[src/rtl/div_iter_pkg.sv]
// Shared encodings for the iterative divider and the execute stage that drives it.
package div_iter_pkg;

    // Divider FSM states.
    typedef enum logic [1:0] {
        DivFree   = 2'b00,
        DivByZero = 2'b01,
        DivOn     = 2'b10,
        DivEnd    = 2'b11
    } div_state_t;

    localparam logic        RstEnable         = 1'b1;
    localparam logic        WriteEnable       = 1'b1;
    localparam logic [31:0] ZeroWord          = 32'h0000_0000;

    localparam logic        DivResultReady    = 1'b1;
    localparam logic        DivResultNotReady = 1'b0;
    localparam logic        DivStart          = 1'b1;
    localparam logic        DivStop           = 1'b0;

    localparam logic [7:0]  EXE_DIV_OP        = 8'b0001_1010;
    localparam logic [7:0]  EXE_DIVU_OP       = 8'b0001_1011;

endpackage

[src/rtl/div_iter_if.sv]
// Request/response bundle between the execute stage (master) and the divider (slave).
interface div_iter_if #(parameter int WIDTH = 32);
    logic                 signed_div_i;
    logic [WIDTH-1:0]     opdata1_i;
    logic [WIDTH-1:0]     opdata2_i;
    logic                 start_i;
    logic                 annul_i;
    logic [2*WIDTH-1:0]   result_o;
    logic                 ready_o;
    logic                 div_by_zero_o;
    logic                 stallreq_o;

    modport master (
        output signed_div_i, opdata1_i, opdata2_i, start_i, annul_i,
        input  result_o, ready_o, div_by_zero_o, stallreq_o
    );

    modport slave (
        input  signed_div_i, opdata1_i, opdata2_i, start_i, annul_i,
        output result_o, ready_o, div_by_zero_o, stallreq_o
    );
endinterface

[src/rtl/div_iter.sv]
// Multi-cycle radix-2 restoring divider: one quotient bit per clock, signed
// operands handled as magnitudes with sign fix-up on the way into DivEnd.
//
// state     | meaning
// ----------+-----------------------------------------------------------
// DivFree   | idle, waiting for start_i with annul_i low
// DivByZero | divisor was zero, result is produced on the next edge
// DivOn     | shift/trial-subtract iterations, counter counts 0..WIDTH
// DivEnd    | result valid, held until start_i drops or annul_i
module div_iter
    import div_iter_pkg::*;
#(
    parameter int WIDTH = 32
) (
    input  logic      clk,
    input  logic      rst,
    div_iter_if.slave bus
);

    localparam int CW = $clog2(WIDTH + 1);

    div_state_t          state, state_nxt;
    logic [CW-1:0]       cnt, cnt_nxt;
    logic [WIDTH-1:0]    rem, rem_nxt;
    logic [WIDTH-1:0]    quo, quo_nxt;
    logic [WIDTH-1:0]    dvs, dvs_nxt;
    logic                sign_dvd, sign_dvd_nxt;
    logic                sign_dvs, sign_dvs_nxt;
    logic [2*WIDTH-1:0]  result, result_nxt;
    logic                ready, ready_nxt;
    logic                dbz, dbz_nxt;

    logic [WIDTH-1:0]    abs_dvd, abs_dvs;
    logic [WIDTH:0]      shifted, diff;
    logic                take;
    logic [WIDTH-1:0]    quo_fix, rem_fix;

    // Operand magnitudes; signs only matter in signed mode.
    assign abs_dvd = (bus.signed_div_i & bus.opdata1_i[WIDTH-1]) ? -bus.opdata1_i : bus.opdata1_i;
    assign abs_dvs = (bus.signed_div_i & bus.opdata2_i[WIDTH-1]) ? -bus.opdata2_i : bus.opdata2_i;

    // Partial remainder stays below the divisor, so the borrow out of the
    // WIDTH+1 bit subtract alone tells whether the trial subtract succeeds.
    assign shifted = {rem, quo[WIDTH-1]};
    assign diff    = shifted - {1'b0, dvs};
    assign take    = ~diff[WIDTH];

    assign quo_fix = (sign_dvd ^ sign_dvs) ? -quo : quo;
    assign rem_fix = sign_dvd ? -rem : rem;

    assign bus.result_o      = result;
    assign bus.ready_o       = ready;
    assign bus.div_by_zero_o = dbz;
    assign bus.stallreq_o    = bus.start_i & ~bus.annul_i & ~ready;

    // Next-state and datapath update; annul_i always wins over start_i.
    always_comb begin
        state_nxt    = state;
        cnt_nxt      = cnt;
        rem_nxt      = rem;
        quo_nxt      = quo;
        dvs_nxt      = dvs;
        sign_dvd_nxt = sign_dvd;
        sign_dvs_nxt = sign_dvs;
        result_nxt   = result;
        ready_nxt    = ready;
        dbz_nxt      = dbz;
        case (state)
            DivFree: begin
                if (bus.start_i == DivStart && !bus.annul_i) begin
                    if (bus.opdata2_i == '0) begin
                        state_nxt = DivByZero;
                    end else begin
                        state_nxt    = DivOn;
                        cnt_nxt      = '0;
                        rem_nxt      = '0;
                        quo_nxt      = abs_dvd;
                        dvs_nxt      = abs_dvs;
                        sign_dvd_nxt = bus.signed_div_i & bus.opdata1_i[WIDTH-1];
                        sign_dvs_nxt = bus.signed_div_i & bus.opdata2_i[WIDTH-1];
                    end
                end
            end
            DivByZero: begin
                if (bus.annul_i) begin
                    state_nxt = DivFree;
                end else begin
                    state_nxt  = DivEnd;
                    result_nxt = '0;
                    dbz_nxt    = 1'b1;
                    ready_nxt  = DivResultReady;
                end
            end
            DivOn: begin
                if (bus.annul_i) begin
                    state_nxt = DivFree;
                end else if (cnt == CW'(WIDTH)) begin
                    state_nxt  = DivEnd;
                    result_nxt = {rem_fix, quo_fix};
                    ready_nxt  = DivResultReady;
                end else begin
                    rem_nxt = take ? diff[WIDTH-1:0] : shifted[WIDTH-1:0];
                    quo_nxt = {quo[WIDTH-2:0], take};
                    cnt_nxt = cnt + 1'b1;
                end
            end
            DivEnd: begin
                if (bus.annul_i || bus.start_i == DivStop) begin
                    state_nxt  = DivFree;
                    result_nxt = '0;
                    ready_nxt  = DivResultNotReady;
                    dbz_nxt    = 1'b0;
                end
            end
            default: state_nxt = DivFree;
        endcase
    end

    // State and datapath registers with synchronous reset.
    always_ff @(posedge clk) begin
        if (rst == RstEnable) begin
            state    <= DivFree;
            cnt      <= '0;
            rem      <= '0;
            quo      <= '0;
            dvs      <= '0;
            sign_dvd <= 1'b0;
            sign_dvs <= 1'b0;
            result   <= '0;
            ready    <= DivResultNotReady;
            dbz      <= 1'b0;
        end else begin
            state    <= state_nxt;
            cnt      <= cnt_nxt;
            rem      <= rem_nxt;
            quo      <= quo_nxt;
            dvs      <= dvs_nxt;
            sign_dvd <= sign_dvd_nxt;
            sign_dvs <= sign_dvs_nxt;
            result   <= result_nxt;
            ready    <= ready_nxt;
            dbz      <= dbz_nxt;
        end
    end

endmodule

[src/flat_wrapper.sv]
// flat-port wrapper written by rule: the top's interface ports become plain ports
module div_iter_flat import div_iter_pkg::*;
#(
    parameter int WIDTH = 32
)
  (clk, rst, bus_signed_div_i, bus_opdata1_i, bus_opdata2_i, bus_start_i, bus_annul_i, bus_result_o, bus_ready_o, bus_div_by_zero_o, bus_stallreq_o);
  div_iter_if #(.WIDTH(WIDTH)) bus_i ();
  input  logic clk;
  input  logic rst;
  input wire logic [$bits(bus_i.signed_div_i)-1:0] bus_signed_div_i;
  input wire logic [$bits(bus_i.opdata1_i)-1:0] bus_opdata1_i;
  input wire logic [$bits(bus_i.opdata2_i)-1:0] bus_opdata2_i;
  input wire logic [$bits(bus_i.start_i)-1:0] bus_start_i;
  input wire logic [$bits(bus_i.annul_i)-1:0] bus_annul_i;
  output wire logic [$bits(bus_i.result_o)-1:0] bus_result_o;
  output wire logic [$bits(bus_i.ready_o)-1:0] bus_ready_o;
  output wire logic [$bits(bus_i.div_by_zero_o)-1:0] bus_div_by_zero_o;
  output wire logic [$bits(bus_i.stallreq_o)-1:0] bus_stallreq_o;
  assign bus_i.signed_div_i = bus_signed_div_i;
  assign bus_i.opdata1_i = bus_opdata1_i;
  assign bus_i.opdata2_i = bus_opdata2_i;
  assign bus_i.start_i = bus_start_i;
  assign bus_i.annul_i = bus_annul_i;
  assign bus_result_o = bus_i.result_o;
  assign bus_ready_o = bus_i.ready_o;
  assign bus_div_by_zero_o = bus_i.div_by_zero_o;
  assign bus_stallreq_o = bus_i.stallreq_o;
  div_iter #(.WIDTH(WIDTH)) u_core (.clk(clk), .rst(rst), .bus(bus_i));
endmodule
[config.mk]
export PLATFORM = sky130hd
export DESIGN_NAME = div_iter_flat
export DESIGN_NICKNAME = d
export VERILOG_FILES = /design/src/rtl/div_iter_pkg.sv /design/src/rtl/div_iter_if.sv /design/src/rtl/div_iter.sv /design/src/flat_wrapper.sv
export SDC_FILE = /design/constraint.sdc
export NUM_CORES = 1
export LEC_CHECK = 0
export CORE_UTILIZATION = 57
export DETAILED_ROUTE_END_ITERATION = 8
export PLACE_DENSITY_LB_ADDON = 0.08
export SLEW_MARGIN = 15
export SYNTH_ARGS = -nofsm -noshare
export SYNTH_HDL_FRONTEND = slang
export SYNTH_SLANG_ARGS = --single-unit
[constraint.sdc]
create_clock -name clk -period 3.4 [get_ports clk]
set_input_delay 0.85 -clock clk [delete_from_list [all_inputs] [get_ports clk]]
set_output_delay 0.85 -clock clk [all_outputs]
set_load 0.03 [all_outputs]
==> results of run 1 <==
cells in the mapped netlist, types with 10 or more instances:
library cell and count:
nand2_1 184, dfxtp_1 172, nor2_1 134, a21oi_1 117, o21ai_0 99, xnor2_1 89, inv_1 63, clkbuf_1 60
xor2_1 60, ha_1 43, a211oi_1 32, a22oi_1 29, nand3_1 23, mux2i_1 22, o31ai_1 21, a21o_1 20
nor3_1 20, o211ai_1 18, buf_2 16, o41ai_1 16, o21ai_1 14, or4_1 14, nand4_1 12, nor4_1 11
a32oi_1 10, or3_1 10
logic make-up (layout without fill, tap and decap cells):
kind of cell | after synthesis | after routing | synth area share (%)
buffers and inverters | 152 | 343 | 5.820
and+or+nand+nor | 470 | 470 | 20.16
AOI/OAI and AO/OA | 427 | 427 | 24.58
xor gates and xnor gates | 149 | 149 | 11.67
muxes | 22 | 22 | 1.970
DFF | 172 | 172 | 30.80
adders and majority gates | 44 | 44 | 4.992
how the worst max path moves through the flow:
stage	cells after the start	end	startpoint	slack [ps]
3_3_place_gp	10	u_core.rem[27]$_SDFFE_PP0P_	bus_opdata2_i[27]	-290
4_1_cts	10	u_core.rem[27]$_SDFFE_PP0P_	bus_opdata2_i[27]	110
3_5_place_dp	10	u_core.rem[27]$_SDFFE_PP0P_	bus_opdata2_i[27]	-340
2_1_floorplan	9	u_core.rem[28]$_SDFFE_PP0P_	bus_opdata2_i[27]	330
6_report	9	u_core.rem[27]$_SDFFE_PP0P_	bus_opdata2_i[27]	140
5_1_grt	10	u_core.quo[26]$_SDFFE_PP0P_	bus_opdata2_i[27]	30
sequential cells by signal, summed over array words and instances (netlist names):
name / count
u_core.bus.div_by_zero_o: 1
u_core.bus.ready_o: 1
u_core.bus.result_o: 64
u_core.cnt: 6
u_core.dvs: 32
u_core.quo: 32
u_core.rem: 32
u_core.sign_dvd: 1
u_core.sign_dvs: 1
u_core.state: 2
worst max-delay path, stage by stage:
cell and delay [ps]:
clkdlybuf4s50_1 410, or3_1 410, or4b_1 490, or4_4 580, nand2_2 140, a21o_4 170
nor3_4 100, a32o_1 290, a21o_1 150
where the power goes:
part / leakage (nW) / total [W] / switching (W) / internal [W]
clock network: 0.275 / 0.00197 / 0.000859 / 0.00111
logic: 3.72 / 0.00354 / 0.00217 / 0.00138
registers: 1.39 / 0.00253 / 0.000289 / 0.00225
area by class of cell:
type / count / area (sq um) / share of cell area (%)
clock inverters: 12 / 137.6 / 0.9854
repair buffers: 247 / 2256 / 16.15
clock buffers: 20 / 446.7 / 3.198
multi-input cells: 1112 / 7118 / 50.96
flip-flops and latches: 172 / 3443 / 24.65
inverters: 64 / 240.2 / 1.720
well taps: 260 / 325.3 / 2.329
per-stage QoR:
stage | std cells | power (W) | TNS [ps] | utilization (%)
2_1_floorplan | 1436 | 0.004923 | 0 | -
3_3_place_gp | 1855 | 0.005932 | -18680 | 70.46
3_5_place_dp | 1855 | 0.005995 | -23140 | 70.46
4_1_cts | 1887 | 0.007958 | 0 | 73.54
5_1_grt | 1887 | 0.008500 | 0 | 73.68
6_report | 1887 | 0.008049 | 0 | 73.68
per-layer routing:
layer	part of all wire [%]	GRT usage, %	up-vias
li1	-	-	5473
met1	49	47.73	5042
met2	40	43.14	464
met3	9.6	5.989	27
met4	1.2	6.621	0
met5	0	0	-
==> results by group, run 1 <==
Die
  – DIE AREA: 20180 sq um
  – Num ports: 136
  – Die height: 142.0 microns
  – Die X: 142.0 microns
  – Core area: 18960 sq um
  – Starting density of the core: 58.97%
  – Num rows: 50

GRT
  – Tot GR Track Use: 30.77%
  – Largest net degree at the start of global routing: 56
  – Initial antenna violation count: 0
  – First-pass GRT wire length: 49520 microns
  – Global route total overflow: 0
  – Number of global-route vias before repair: 9811

Synthesis
  – Syn_area_per_cell: 7.784 sq um
  – Top cells by area, synth: dfxtp_1 31%, xnor2_1 7.0%, nand2_1 6.2%
  – Most used flip-flop cell after synthesis: dfxtp_1
  – Synth Register Bits: 172
  – Register area share after synthesis: 30.80%
  – Synth area leader: dfxtp_1
  – Synth cell types: 85
  – Synth top area share: 30.80%
  – Post-synthesis cell count: 1436
  – Asr flop ratio synth: 0%
  – Mapped Area: 11180 sq um
  – Yosys Warn Count: 0
  – Syn_nets: 1549
  – Number of synthesized flops with an enable pin: 0

Hold path
  – Hold Path Sink: u_core.bus.result_o[0]$_SDFFE_PP0P_
  – Min-Delay Path Class: reg2reg
  – WHS Path Cells: 2
  – Worst hold start: u_core.bus.result_o[0]$_SDFFE_PP0P_

STA
  – # setup viols final: 0
  – Final slew viol count: 0
  – RSZ-0062 raised after global routing: no
  – Setup WS post-layout: 140.8 ps
  – Hold_ws: 448.0 ps
  – Relative slew slack: 53.25%
  – Fin crit share: 95.86%
  – Worst Tran Pin Value: 699.5 ps
  – Min Tclk post-route: 3259 ps
  – Fmax: 306.8 MHz
  – Final Hold Vio Count: 0
  – Skew final: 12.42 ps

Clocking
  – Clock root cell: clkbuf_16
  – Number of setup buffers added after CTS: 0
  – Post-CTS resize count: 0
  – CTS clk-pin slew, worst paths: 70 ps
  – CTS tree: done
  – Clock Path Buffers: 2
  – H-tree depth: 4
  – Hold-fix buffers, CTS: 0
  – Clock Latency Late Sink: 430 ps
  – Inserted Clock Buffers: 17
  – Sink Count: 172

Critical path
  – Critical Path RT: 3730 ps
  – R2R cell count: 12
  – Worst EP arrival: 3590 ps
  – Setup crit end kind: flop
  – Crit path launch type: primary input
  – Worst R2R Setup Slack: 260 ps
  – RR Startpoint: u_core.quo[31]$_SDFFE_PP0P_
  – Crit Path Max Fanout: 16
  – Critical path class: in2reg
  – RR Endpoint: u_core.rem[20]$_SDFFE_PP0P_

Detailed routing
  – Vias: 11006
  – Remaining antenna violation count after routing: 0
  – # DRC: 0
  – Final wirelength: 30280 microns
  – WL/cell: 16.05 microns
  – Via-to-Cell Ratio: 5.833
  – DRC violation total after the first TritonRoute iteration: 1033
  – Pre-antenna DRT Iters: 5

Place
  – PortBufs: 135
  – Dpl ws: -340.7 ps
  – Post-DP HPWL: 22880 microns
  – Post-place instance area: 13360 sq um
  – GP Congestion: 0.9417

Layout
  – Commonest non-fill, non-tap cell in the layout: nand2_1
  – Antenna diodes: 0
  – Most frequent cells in the layout: 184 x nand2_1, 172 x dfxtp_1, 134 x nor2_1, 134 x clkdlybuf4s50_1, 117 x a21oi_1
  – Post-route cell area: 13970 sq um
  – Area grow syn2layout: 24.95%
  – Ratio of cells with drive above 1 in the final layout: 11.49%
  – Final net count: 1727
  – Fillers: 1506

Pwr
  – Leakage power: 5.393 nW
  – Peak supply drop: 0.5374 mV
  – Pwr Density: 576.3 nW/um^2

Job
  – Max_cap viols: 0

Status
  – Status: complete, no violations
(Power assumes the default switching activity.)
==> inputs of run 2 (changes only) <==
- CORE_UTILIZATION: 57 -> 30
- HOLD_SLACK_MARGIN: not set -> 0.15
==> run 2 against run 1 <==
- cell area is 3.8% higher
- highest routed layer unchanged
- power is 2.4% higher
- clock power is 4% higher
- critical path type unchanged
- count of clock-buffer cells in the layout stayed put
- sequential share of layout area is 0.89 points lower
- maximum frequency is 0.51% higher
- setup slack better by 17 ps
==> results by group, run 2 (synthesis gave the netlist of run 1 again) <==
Layout
  – Max FFs per register: 64 (unchanged)
  – Most frequent cells in the layout: 184 x nand2_1, 172 x dfxtp_1, 138 x buf_4
  – Fillers: 3827 (+150%)
  – FF+latch area: 3443 sq um (unchanged)
  – Antenna diodes: 0 (unchanged)
  – Footprint of the multi-input gates: 7114 sq um (about the same)
  – Area grow syn2layout: 29.65%
  – Post-route cell area: 14490 sq um (+3.8%)
  – Ratio of cells with drive above 1 in the final layout: 13.33% (+1.8 points)
  – Commonest non-fill, non-tap cell in the layout: nand2_1
  – Fin cells: 2126 (+13%)
  – Final net count: 1758 (+1.8%)

STA
  – Skew final: 13.60 ps (+1.188 ps)
  – Final Hold Vio Count: 0 (unchanged)
  – Min Tclk post-route: 3243 ps (-16.57 ps)
  – RSZ-0062 raised after global routing: no
  – Fmax: 308.4 MHz (+0.51%)
  – # setup viols final: 0 (unchanged)
  – Fin crit share: 95.37% (-0.49 points)
  – Relative slew slack: 52.22% (-1.0 points)
  – Worst Tran Pin Value: 716.6 ps (+17.14 ps)
  – Final slew viol count: 0 (unchanged)
  – Sum Neg Setup Slack: 0 ps (unchanged)

Pwr
  – Seq pwr share: 30.5% (-1.0 points)
  – P_sw: 0.003401 W (+2.7%)
  – Gate power share: 44.6% (+0.6 points)
  – Clock share of power: 24.9% (+0.4 points)
  – Switching share of power: 41.27% (+0.11 points)
  – Peak supply drop: 0.2990 mV (-44%)
  – Leakage power: 5.568 nW (+3.3%)
  – Internal: 0.004841 W (+2.2%)
  – Pwr Density: 568.7 nW/um^2 (-1.3%)

Clocking
  – H-tree depth: 4 (unchanged)
  – Hold-fix buffers, CTS: 0 (unchanged)
  – Number of setup buffers added after CTS: 0 (unchanged)
  – Clock root cell: clkbuf_16
  – Clock Path Buffers: 2 (unchanged)
  – CTS clk-pin slew, worst paths: 70 ps (about the same)
  – Sink Count: 172 (unchanged)
  – CTS tree: done
  – Clock Latency Late Sink: 450 ps (+20 ps)
  – Inserted Clock Buffers: 17 (unchanged)

Critical path
  – Setup crit end kind: flop
  – Worst EP arrival: 3580 ps (about the same)
  – RR Endpoint: u_core.rem[9]$_SDFFE_PP0P_
  – Critical Path RT: 3740 ps (about the same)
  – R2R cell count: 12 (unchanged)
  – Critical path class: in2reg
  – Worst R2R Setup Slack: 270 ps (about the same)
  – Crit Path Max Fanout: 17 (+1)
  – RR Startpoint: u_core.quo[31]$_SDFFE_PP0P_
  – Crit path launch type: primary input

Place
  – PortBufs: 135 (unchanged)
  – Placed cells: 2094 (+13%)
  – Post-DP HPWL: 28210 microns (+23%)
  – GP Congestion: 0.8689 (-7.7%)
  – Post-place instance area: 13880 sq um (+4.0%)

Hold path
  – WHS Path Cells: 2 (unchanged)
  – Hold Path Sink: u_core.bus.result_o[52]$_SDFFE_PP0P_
  – Min-Delay Path Class: reg2reg
  – Worst hold start: u_core.bus.result_o[52]$_SDFFE_PP0P_

Die
  – Core area: 36610 sq um (+93%)
  – Die height: 195.0 microns (+37%)
  – Num rows: 70 (+40%)
  – Starting density of the core: 30.53% (-28 points)
  – DIE AREA: 38040 sq um (+89%)
  – Num ports: 136 (unchanged)
  – Die X: 195.0 microns (+37%)

Detailed routing
  – WL/cell: 16.91 microns (+5.4%)
  – DRC violation total after the first TritonRoute iteration: 734 (-29%)
  – Vias: 10669 (-3.1%)
  – Remaining antenna violation count after routing: 0 (unchanged)
  – Final wirelength: 35960 microns (+19%)
  – Via-to-Cell Ratio: 5.018 (-14%)
  – # DRC: 0 (unchanged)
  – Pre-antenna DRT Iters: 5 (unchanged)

Job
  – Max_cap viols: 0 (unchanged)

GRT
  – Number of global-route vias before repair: 10188 (+3.8%)
  – Largest net degree at the start of global routing: 62 (+11%)
  – First-pass GRT wire length: 57390 microns (+16%)
  – Tot GR Track Use: 19.11% (-12 points)
  – Global route total overflow: 0 (unchanged)
  – Initial antenna violation count: 0 (unchanged)

Status
  – Status: complete, no violations
[run 2: routing by layer]
layer | GRT usage [%] | part of all wire, % | wire [microns] | vias to the layer above
li1 | - | - | - | 5526
met1 | 27.68 | 52 | 18820 | 4950
met2 | 29.62 | 43 | 15620 | 167
met3 | 2.781 | 3.1 | 1120 | 26
met4 | 4.491 | 1.1 | 399 | 0
met5 | 0 | 0 | 0 | -
[run 2: per-stage QoR]
stage | total power, W | setup WS [ps] | util [%] | hold slack (ps)
floorplan | 0.004923 | 327.6 | - | 431.9
finish | 0.008242 | 157.4 | 39.59 | 451.2
global placement | 0.006236 | -315.0 | 37.93 | 439.6
CTS | 0.008316 | 113.1 | 39.57 | 456.0
global route | 0.008800 | 21.84 | 39.59 | 478.1
detailed placement | 0.006244 | -355.6 | 37.93 | 446.9
[run 2: area by class of cell]
type                            count  share of cell area, %
Clock buffer                       20                  3.220
Timing Repair Buffer              278                  17.30
Sequential cell                   172                  23.76
Tap cell                          468                  4.040
Clock inverter                     12                 0.9324
Multi-Input combinational cell   1112                  49.09
Inverter                           64                  1.658
[run 2: worst max path at each step]
| stage | from | slack (ps) | end | depth (start not counted) |
|---|---|---|---|---|
| floorplan | bus_opdata2_i[27] | 330 | u_core.rem[28]$_SDFFE_PP0P_ | 9 |
| global placement | bus_opdata2_i[27] | -320 | u_core.rem[27]$_SDFFE_PP0P_ | 9 |
| detailed placement | bus_opdata2_i[27] | -360 | u_core.rem[27]$_SDFFE_PP0P_ | 9 |
| CTS | bus_opdata2_i[27] | 110 | u_core.rem[27]$_SDFFE_PP0P_ | 9 |
| global route | u_core.quo[31]$_SDFFE_PP0P_ | 20 | u_core.rem[28]$_SDFFE_PP0P_ | 12 |
| finish | bus_opdata2_i[27] | 160 | u_core.rem[27]$_SDFFE_PP0P_ | 9 |
[run 2: power by group through the flow]
stage	combinational, W	sequential (W)	clock (W)
6_report	0.00367	0.00252	0.00205
5_1_grt	0.00406	0.00255	0.00219
2_1_floorplan	0.00241	0.00251	0
4_1_cts	0.00369	0.00251	0.00211
3_5_place_dp	0.00369	0.00256	0
3_3_place_gp	0.00368	0.00255	0
[run 2: critical path, cell delays in order]
cell	delay [ps]
clkdlybuf4s50_1	420
or3_1	410
or4b_1	490
or4_4	570
nand2_2	130
a21o_4	150
nor3_4	90
a32o_1	310
a21o_1	150
[run 2: repair_timing]
item                                    4_1_cts  5_1_grt
endpoints found under the hold margin         0        0
resized for setup                             0        1
endpoints found under the setup margin        0        7
==> inputs of run 3 (changes only) <==
- HOLD_SLACK_MARGIN: 0.15 -> not set
==> results of run 3 <==
Same layout as run 2: the final DEF is identical, and so are final timing and power.
